File: src/rtl/stream_mux_rr.sv
// stream_mux_rr: registered N:1 stream multiplexer.
// Selects one valid/ready input stream through either an external select or a
// round-robin arbiter. The chosen word goes into a single output register,
// which is tagged with the index of the channel that supplied it.
// The register reloads on the same cycle it drains, so it can carry one word
// per clock.
module stream_mux_rr #(
    parameter int WIDTH    = 8,
    parameter int CHANNELS = 4,
    parameter int SEL_W    = $clog2(CHANNELS)
) (
    input  logic                      clk,
    input  logic                      rst,
    input  logic [CHANNELS*WIDTH-1:0] in_data,
    input  logic [CHANNELS-1:0]       in_valid,
    output logic [CHANNELS-1:0]       in_ready,
    input  logic                      mode,
    input  logic [SEL_W-1:0]          sel,
    output logic [WIDTH-1:0]          out_data,
    output logic [SEL_W-1:0]          out_chan,
    output logic                      out_valid,
    input  logic                      out_ready
);

    // The select range is a power of two. Valid bits above CHANNELS are padded
    // with zeros, so an out-of-range manual select never finds a valid channel.
    localparam int                SEL_SPAN   = 1 << SEL_W;
    localparam int                IDX_W      = SEL_W + 1;
    localparam logic [SEL_W-1:0]  LAST_CHAN  = SEL_W'(CHANNELS - 1);
    localparam logic [IDX_W-1:0]  CHAN_COUNT = IDX_W'(CHANNELS);

    // Output register and arbiter state
    logic [WIDTH-1:0]    r_out_data;
    logic [SEL_W-1:0]    r_out_chan;
    logic                r_out_valid;
    logic [SEL_W-1:0]    r_rr_ptr;

    // Combinational datapath / arbitration
    logic [WIDTH-1:0]    w_words [CHANNELS];
    logic [SEL_SPAN-1:0] w_valid_ext;
    logic                w_load_en;
    logic                w_man_found;
    logic                w_rr_found;
    logic [SEL_W-1:0]    w_rr_idx;
    logic [IDX_W-1:0]    w_rr_sum;
    logic                w_grant_valid;
    logic [SEL_W-1:0]    w_grant_idx;
    logic                w_xfer;
    logic [SEL_W-1:0]    w_ptr_next;

    // Unpack the flat input bus into one word per channel.
    genvar gi;
    generate
        for (gi = 0; gi < CHANNELS; gi++) begin : g_unpack
            assign w_words[gi] = in_data[gi*WIDTH +: WIDTH];
        end
    endgenerate

    // Widen the valid vector to cover every select code.
    generate
        if (SEL_SPAN == CHANNELS) begin : g_valid_full
            assign w_valid_ext = in_valid;
        end else begin : g_valid_pad
            assign w_valid_ext = {{(SEL_SPAN - CHANNELS){1'b0}}, in_valid};
        end
    endgenerate

    // The register can take a word when it is empty or draining this cycle.
    assign w_load_en   = ~r_out_valid | out_ready;

    // Manual grant: the selected channel must exist and be valid.
    assign w_man_found = w_valid_ext[sel];

    // Round-robin search starts at r_rr_ptr and wraps.
    // The scan runs from the farthest offset down to the nearest one, so the
    // nearest valid channel is written last and wins without needing a break.
    always_comb begin
        w_rr_found = 1'b0;
        w_rr_idx   = '0;
        w_rr_sum   = '0;
        for (int i = CHANNELS - 1; i >= 0; i--) begin
            w_rr_sum = {1'b0, r_rr_ptr} + IDX_W'(i);
            if (w_rr_sum >= CHAN_COUNT) begin
                w_rr_sum = w_rr_sum - CHAN_COUNT;
            end
            if (in_valid[w_rr_sum[SEL_W-1:0]]) begin
                w_rr_found = 1'b1;
                w_rr_idx   = w_rr_sum[SEL_W-1:0];
            end
        end
    end

    // Choose between the manual grant and the round-robin grant.
    always_comb begin
        w_grant_valid = 1'b0;
        w_grant_idx   = '0;
        if (mode) begin
            w_grant_valid = w_rr_found;
            w_grant_idx   = w_rr_idx;
        end else begin
            w_grant_valid = w_man_found;
            w_grant_idx   = sel;
        end
    end

    // A transfer happens exactly when the granted channel sees ready.
    assign w_xfer     = w_grant_valid & w_load_en;

    // After a channel is served, the pointer moves to the channel after it.
    assign w_ptr_next = (w_grant_idx == LAST_CHAN) ? '0 : w_grant_idx + SEL_W'(1);

    // Drive ready one-hot to the granted channel, or to no channel at all.
    generate
        for (gi = 0; gi < CHANNELS; gi++) begin : g_ready
            assign in_ready[gi] = w_xfer & (w_grant_idx == SEL_W'(gi));
        end
    endgenerate

    // Output register: load on transfer, empty on a drain with nothing new.
    always_ff @(posedge clk or posedge rst) begin
        if (rst) begin
            r_out_valid <= 1'b0;
            r_out_data  <= '0;
            r_out_chan  <= '0;
        end else if (w_xfer) begin
            r_out_valid <= 1'b1;
            r_out_data  <= w_words[w_grant_idx];
            r_out_chan  <= w_grant_idx;
        end else if (w_load_en) begin
            r_out_valid <= 1'b0;
        end
    end

    // Only round-robin transfers move the fairness pointer.
    always_ff @(posedge clk or posedge rst) begin
        if (rst) begin
            r_rr_ptr <= '0;
        end else if (w_xfer && mode) begin
            r_rr_ptr <= w_ptr_next;
        end
    end

    assign out_data  = r_out_data;
    assign out_chan  = r_out_chan;
    assign out_valid = r_out_valid;

endmodule

File: config.mk
export PLATFORM = sky130hd
export DESIGN_NAME = stream_mux_rr
export DESIGN_NICKNAME = d
export VERILOG_FILES = /design/src/rtl/stream_mux_rr.sv
export SDC_FILE = /design/constraint.sdc
export NUM_CORES = 1
export LEC_CHECK = 0
export BUFFER_PORTS_ARGS = -buffer_cell sky130_fd_sc_hd__buf_2
export CAP_MARGIN = 10
export CORE_AREA = 2 2 54 56
export DETAILED_ROUTE_END_ITERATION = 8
export DIE_AREA = 0 0 56 58
export PLACE_DENSITY_LB_ADDON = 0.15
export SLEW_MARGIN = 20
export SYNTH_ARGS = -nofsm -noshare
export SYNTH_HDL_FRONTEND = slang
export SYNTH_SLANG_ARGS = --single-unit
File: constraint.sdc
create_clock -name clk -period 8.3 [get_ports clk]
set_input_delay 2.49 -clock clk [delete_from_list [all_inputs] [get_ports clk]]
set_output_delay 2.49 -clock clk [all_outputs]
set_load 0.02 [all_outputs]
# [Word level (Yosys, flattened, before mapping)]
# Cells that the tools add are included.
[word_totals] register_bits=13 out_inout_bits=15 in_bits=42
[op_classes] eq_ne=3 add_sub_neg=8 order_cmp=10 n_mux=30 n_reduce_logical=3 bitwise_logic=8
[op_table] cell="$mux W2" count=10
[op_table] cell="$bmux W8 S2" count=1
[op_table] cell="$mux W8" count=2
[op_table] cell="$lt A2 B3 Y1 const B" count=5
[op_table] cell="$ge A3 B3 Y1 const B" count=4
[op_table] cell="$mux W1" count=12
[op_table] cell="$bmux W1 S2" count=5
[op_table] cell="$sub A2 B1 Y2 const B" count=4
[op_table] cell="$add A2 B2 Y3 const B" count=2
[op_table] cell="$and A1 B1 Y1" count=5
[op_table] cell="$eq A2 B2 Y1 const B" count=2
[op_table] cell="$add A2 B1 Y3 const B" count=1
[op_table] cell="$ge A2 B3 Y1 const B" count=1
[op_table] cell="$not A2 Y3" count=1
[op_table] cell="$add A2 B1 Y2 const B" count=1
[op_table] cell="$eq A2 B1 Y1 const B" count=1
[op_table] cell="$logic_not A2 Y1" count=1
[op_table] cell="$reduce_bool A2 Y1" count=1
[op_table] cell="$logic_and A1 B1 Y1" count=1
[op_table] cell="$not A1 Y1" count=1
[op_table] cell="$or A1 B1 Y1" count=1

# [Logic depth before layout (Yosys ltp)]
[logic_depth] ltp_word=14 depth_mapped=8

# [Least setup slack after synthesis]
# Ideal clock, no wire load.
[synth_timing] path_type="input -> output" startpoint="input port mode" endpoint="output port in_ready[1]" setup_slack_ns=1.920 t_required_ns=5.810 path_buffers=2 arrival_ns=3.890 cell_stages=6 cell_sequence="buf_6 -> mux2_4 -> a31oi_4 -> nor2_4 -> buf_6 -> nor3b_1"
[synth_via] elab_chain_cells=3 elab_cells_between_ends=5
[synth_lines] element="start, declared" line="17" text="input logic mode,"
[synth_lines] element="$mux W2 / $mux W1 (equally long branches)" line="97" text="if (mode) begin"
[synth_lines] element="$eq A2 B1 Y1 / $and A1 B1 Y1 (equally long branches)" line="115, 107"
[synth_lines] element="$and A1 B1 Y1 (*)" line="115" text="assign in_ready[gi] = w_xfer & (w_grant_idx == SEL_W'(gi));"
[synth_lines] element="end, declared" line="16" text="output logic [CHANNELS-1:0] in_ready,"
# Every way passes the cells marked *; elsewhere a longest branch is shown, timed or not.

# [Final worst setup path]
[layout_timing] startpoint="input port sel[1]" endpoint="output port in_ready[3]"
[layout_via] elab_chain_cells=5 elab_cells_between_ends=7
[layout_lines] element="start, declared" line="18" text="input logic [SEL_W-1:0] sel,"
[layout_lines] element="$bmux W1 S2" line="72" text="assign w_man_found = w_valid_ext[sel];"
[layout_lines] element="$mux W1 (implied by the code)" line="72"
[layout_lines] element="$mux W1" line="97"
[layout_lines] element="$and A1 B1 Y1" line="107" text="assign w_xfer = w_grant_valid & w_load_en;"
[layout_lines] element="$and A1 B1 Y1 (*)" line="115"
# Every way passes the cells marked *; elsewhere a longest branch is shown, timed or not. The select of a mux whose other input is x is not followed.

==> impl_metrics.py <==
metrics = {
    "hold_path": {
        "min_to": "out_data[6]$_DFFE_PP0P_",
        "holdCritStartpoint": "out_data[6]$_DFFE_PP0P_",
        "min_path_type": "register to register",
        "worstHoldPathCells": 1,
    },
    "power_and_ir_drop": {
        "power_density_nw_per_um2": 235,
        "p_switching_uw": 132,
        "seq_power_share": 0.336,
        "clkPwrFrac": 0.118,
        "p_sw_frac": 0.410,
        "power.leakage_uw": 0.000727,
        "peakVddDrop_mv": 0.159,
        "combPwrFrac": 0.545,
        "fin_total_pwr_uw": 322,
        "power.internal_uw": 190,
    },
    "detailed_routing": {
        "first_pass_iters": 4,
        "detail_route.wirelength_um": 2320,
        "ant_nets": 0,
        "drtIter0Drc": 14,
        "viasPerCell": 5.24,
        "route.detailed.drc": 0,
        "num_vias": 969,
        "avgRoutedWirePerCell_um": 12.5,
    },
    "worst_setup_path": {
        "reg2reg_setup_slack_ns": 6.13,
        "end_kind": "output pin",
        "max_stage_delay_ns": 0.61,
        "worstSetupPathType": "input port to output pin",
        "cp.arrival_ns": 4.12,
        "r2r-start": "r_rr_ptr[1]$_DFFE_PP0P_",
        "path_cells": "buf_2 -> mux4_2 -> mux2i_2 -> a21oi_2 -> nand2_1 -> nor2_1 -> buf_2",
        "crit_required_ns": 5.81,
        "crit_slowest_cell": "a21oi_2",
        "crit_top_cell": "buf_2",
        "worstSetupStartpointType": "input port",
        "r2r_cells": 6,
        "r2r_end": "out_data[2]$_DFFE_PP0P_",
        "crit_fanout": 13,
    },
    "placed_design": {
        "hpwlAfterDp_um": 1790,
        "place.gp.congestion": 0.764,
        "pre_cts_ws_ns": 1.64,
        "port-buffer-count": 56,
        "place_inst": 181,
    },
    "timing": {
        "hold_viol_final": 0,
        "setup_viol": 0,
        "fin_setup_tns_ns": 0,
        "min_period_over_period": 0.796,
        "rsz0062_at_grt": "false",
        "slew_headroom": 0.433,
        "drv_slew": 0,
        "skew_ns": 0.00166,
        "fin_ws_ns": 1.69,
        "fmax_mhz": 151,
        "worst_slew_pin_slew_ns": 0.851,
        "period_minus_slack_ns": 6.61,
    },
    "run": {
        "maxCapViolCount": 0,
    },
    "clocking": {
        "postCtsHoldBufs": 0,
        "cts_tree": "yes",
        "cts.clk_slew.worst_paths_ns": 0.08,
        "cts_inserted_buffers": 3,
        "cts_resized": 0,
        "clock-sinks": 13,
        "clkLatencyLatePin_ns": 0.26,
        "post_cts_buffers": 0,
        "clk_path_buf_depth": 2,
        "htreeDepth": 1,
        "cts-root-buf": "clkbuf_4",
    },
    "global_routing": {
        "antenna_found_initial": 0,
        "gr-total-overflow": 0,
        "track_usage": 0.146,
        "grt_start_max_net_pins": 20,
        "grt_first_pass_wirelength_um": 3890,
        "grt_pass1_vias": 884,
    },
    "final_layout": {
        "finalNetCount": 197,
        "drive_gt1_frac": 0.487,
        "syn2layout_area_growth_pct": 25.6,
        "antenna_cells": 0,
        "final_cells": 185,
    },
    "floorplan": {
        "fp.dieH_um": 58,
        "io_pins": 57,
        "die_w_um": 56,
        "dieArea_um2": 3250,
        "row_count": 19,
        "initial_core_util": 0.411,
        "coreArea_um2": 2660,
    },
    "logic_synthesis": {
        "syn_area_per_cell_um2": 10.8,
        "seq_area_frac_synth": 0.297,
        "synth_warnings": 0,
        "synth_area_um2": 1090,
        "synth_cell_types": 33,
        "synthCells": 101,
        "synthTopCellsByArea": "dfrtp_1, mux2i_1, mux2_4, buf_6, inv_1",
        "syn_nets": 143,
        "synth_top_area_frac": 0.297,
        "synth_top_area_cell": "dfrtp_1",
        "ys_ff_latch": 13,
    },
    "status": {
        "status": "finished clean",
    },
}
## cells in the mapped netlist
cell / count
mux2i_1: 25
dfrtp_1: 13
inv_1: 7
mux2_4: 7
nand2_1: 6
buf_6: 4
o21ai_1: 4
a21oi_1: 3
nand2b_1: 3
buf_4: 2
mux2_2: 2
nand3_1: 2
nand4_1: 2
nor2b_1: 2
a21oi_2: 1
a31oi_4: 1
buf_2: 1
mux2i_2: 1
mux4_2: 1
nand3b_1: 1
nor2_1: 1
nor2_4: 1
nor3b_1: 1
o2111a_1: 1
o211a_1: 1
o211ai_1: 1
o21ai_0: 1
o22ai_2: 1
o311ai_0: 1
o31ai_1: 1
o32a_1: 1
or4_4: 1
xor2_1: 1
## how the worst max path moves through the flow
stage	endpoint	from	slack [ns]	cells after the start
2_1_floorplan	in_ready[1]	mode	1.92	6
3_3_place_gp	in_ready[2]	sel[1]	1.68	7
3_5_place_dp	in_ready[3]	sel[1]	1.64	7
4_1_cts	in_ready[3]	sel[1]	1.65	7
5_1_grt	in_ready[2]	sel[1]	1.55	7
6_report	in_ready[3]	sel[1]	1.69	7
## logic make-up (layout without fill, tap and decap cells)
kind of cell    after synthesis  in the layout  synth area share
buf+inv                      14             67            0.0834
compound gates               17             17             0.126
mux                          36             36             0.378
xor+xnor                      1              1           0.00800
simple gates                 20             20             0.107
flops                        13             13             0.297
## power by group through the flow
stage,Clock (uW),Sequential (uW),Combinational [uW]
2_1_floorplan,0,126,122
3_5_place_dp,0,109,178
6_report,38.2,108,176
5_1_grt,42.1,113,191
4_1_cts,39.3,108,178
3_3_place_gp,0,109,176
## worst max-delay path: cells and delay by family
family / cells / cell delay, ns
simple gates: 2 / 0.31
mux: 2 / 0.41
buf+inv: 2 / 0.29
compound gates: 1 / 0.61
## registers in the layout (all words and copies together) (netlist names)
name,count
out_data,8
out_valid,1
out_chan,2
r_rr_ptr,2
## layout make-up
class / instances / area [um2]
Sequential cell: 13 / 325
Multi-Input combinational cell: 74 / 678
Clock buffer: 4 / 26.3
Inverter: 7 / 26.3
Timing Repair Buffer: 56 / 280
Fill cell: 272 / 1290
Tap cell: 31 / 38.8
## placed cells by master (no fill, tap or decap), types with 2 or more instances in the layout
| cell | netlist | final |
|---|---|---|
| buf_2 | 1 | 56 |
| mux2i_1 | 25 | 25 |
| dfrtp_1 | 13 | 13 |
| inv_1 | 7 | 7 |
| mux2_4 | 7 | 7 |
| nand2_1 | 6 | 6 |
| o21ai_1 | 4 | 4 |
| a21oi_1 | 3 | 3 |
| nand2b_1 | 3 | 3 |
| clkbuf_4 | 0 | 3 |
| nor2b_1 | 2 | 2 |
| nand3_1 | 2 | 2 |
| mux2_2 | 2 | 2 |
| nand4_1 | 2 | 2 |
## routing by layer
| layer | vias to the layer above | GRT usage | part of all wire |
|---|---|---|---|
| met1 | 451 | 0.201 | 0.46 |
| met4 | 0 | 0.0306 | 0.0060 |
| li1 | 480 | - | - |
| met2 | 36 | 0.244 | 0.47 |
| met5 | - | 0 | 0 |
| met3 | 2 | 0.0268 | 0.066 |
## per-stage QoR
step	utilization	area, um2	hold slack (ns)
after global placement	0.507	1350	0.495
after detailed placement	0.507	1350	0.492
after floorplan	-	1090	0.564
final	0.516	1380	0.507
after CTS	0.516	1380	0.510
after global routing	0.516	1380	0.520
No activity file was read; power rests on OpenSTA's default activity.
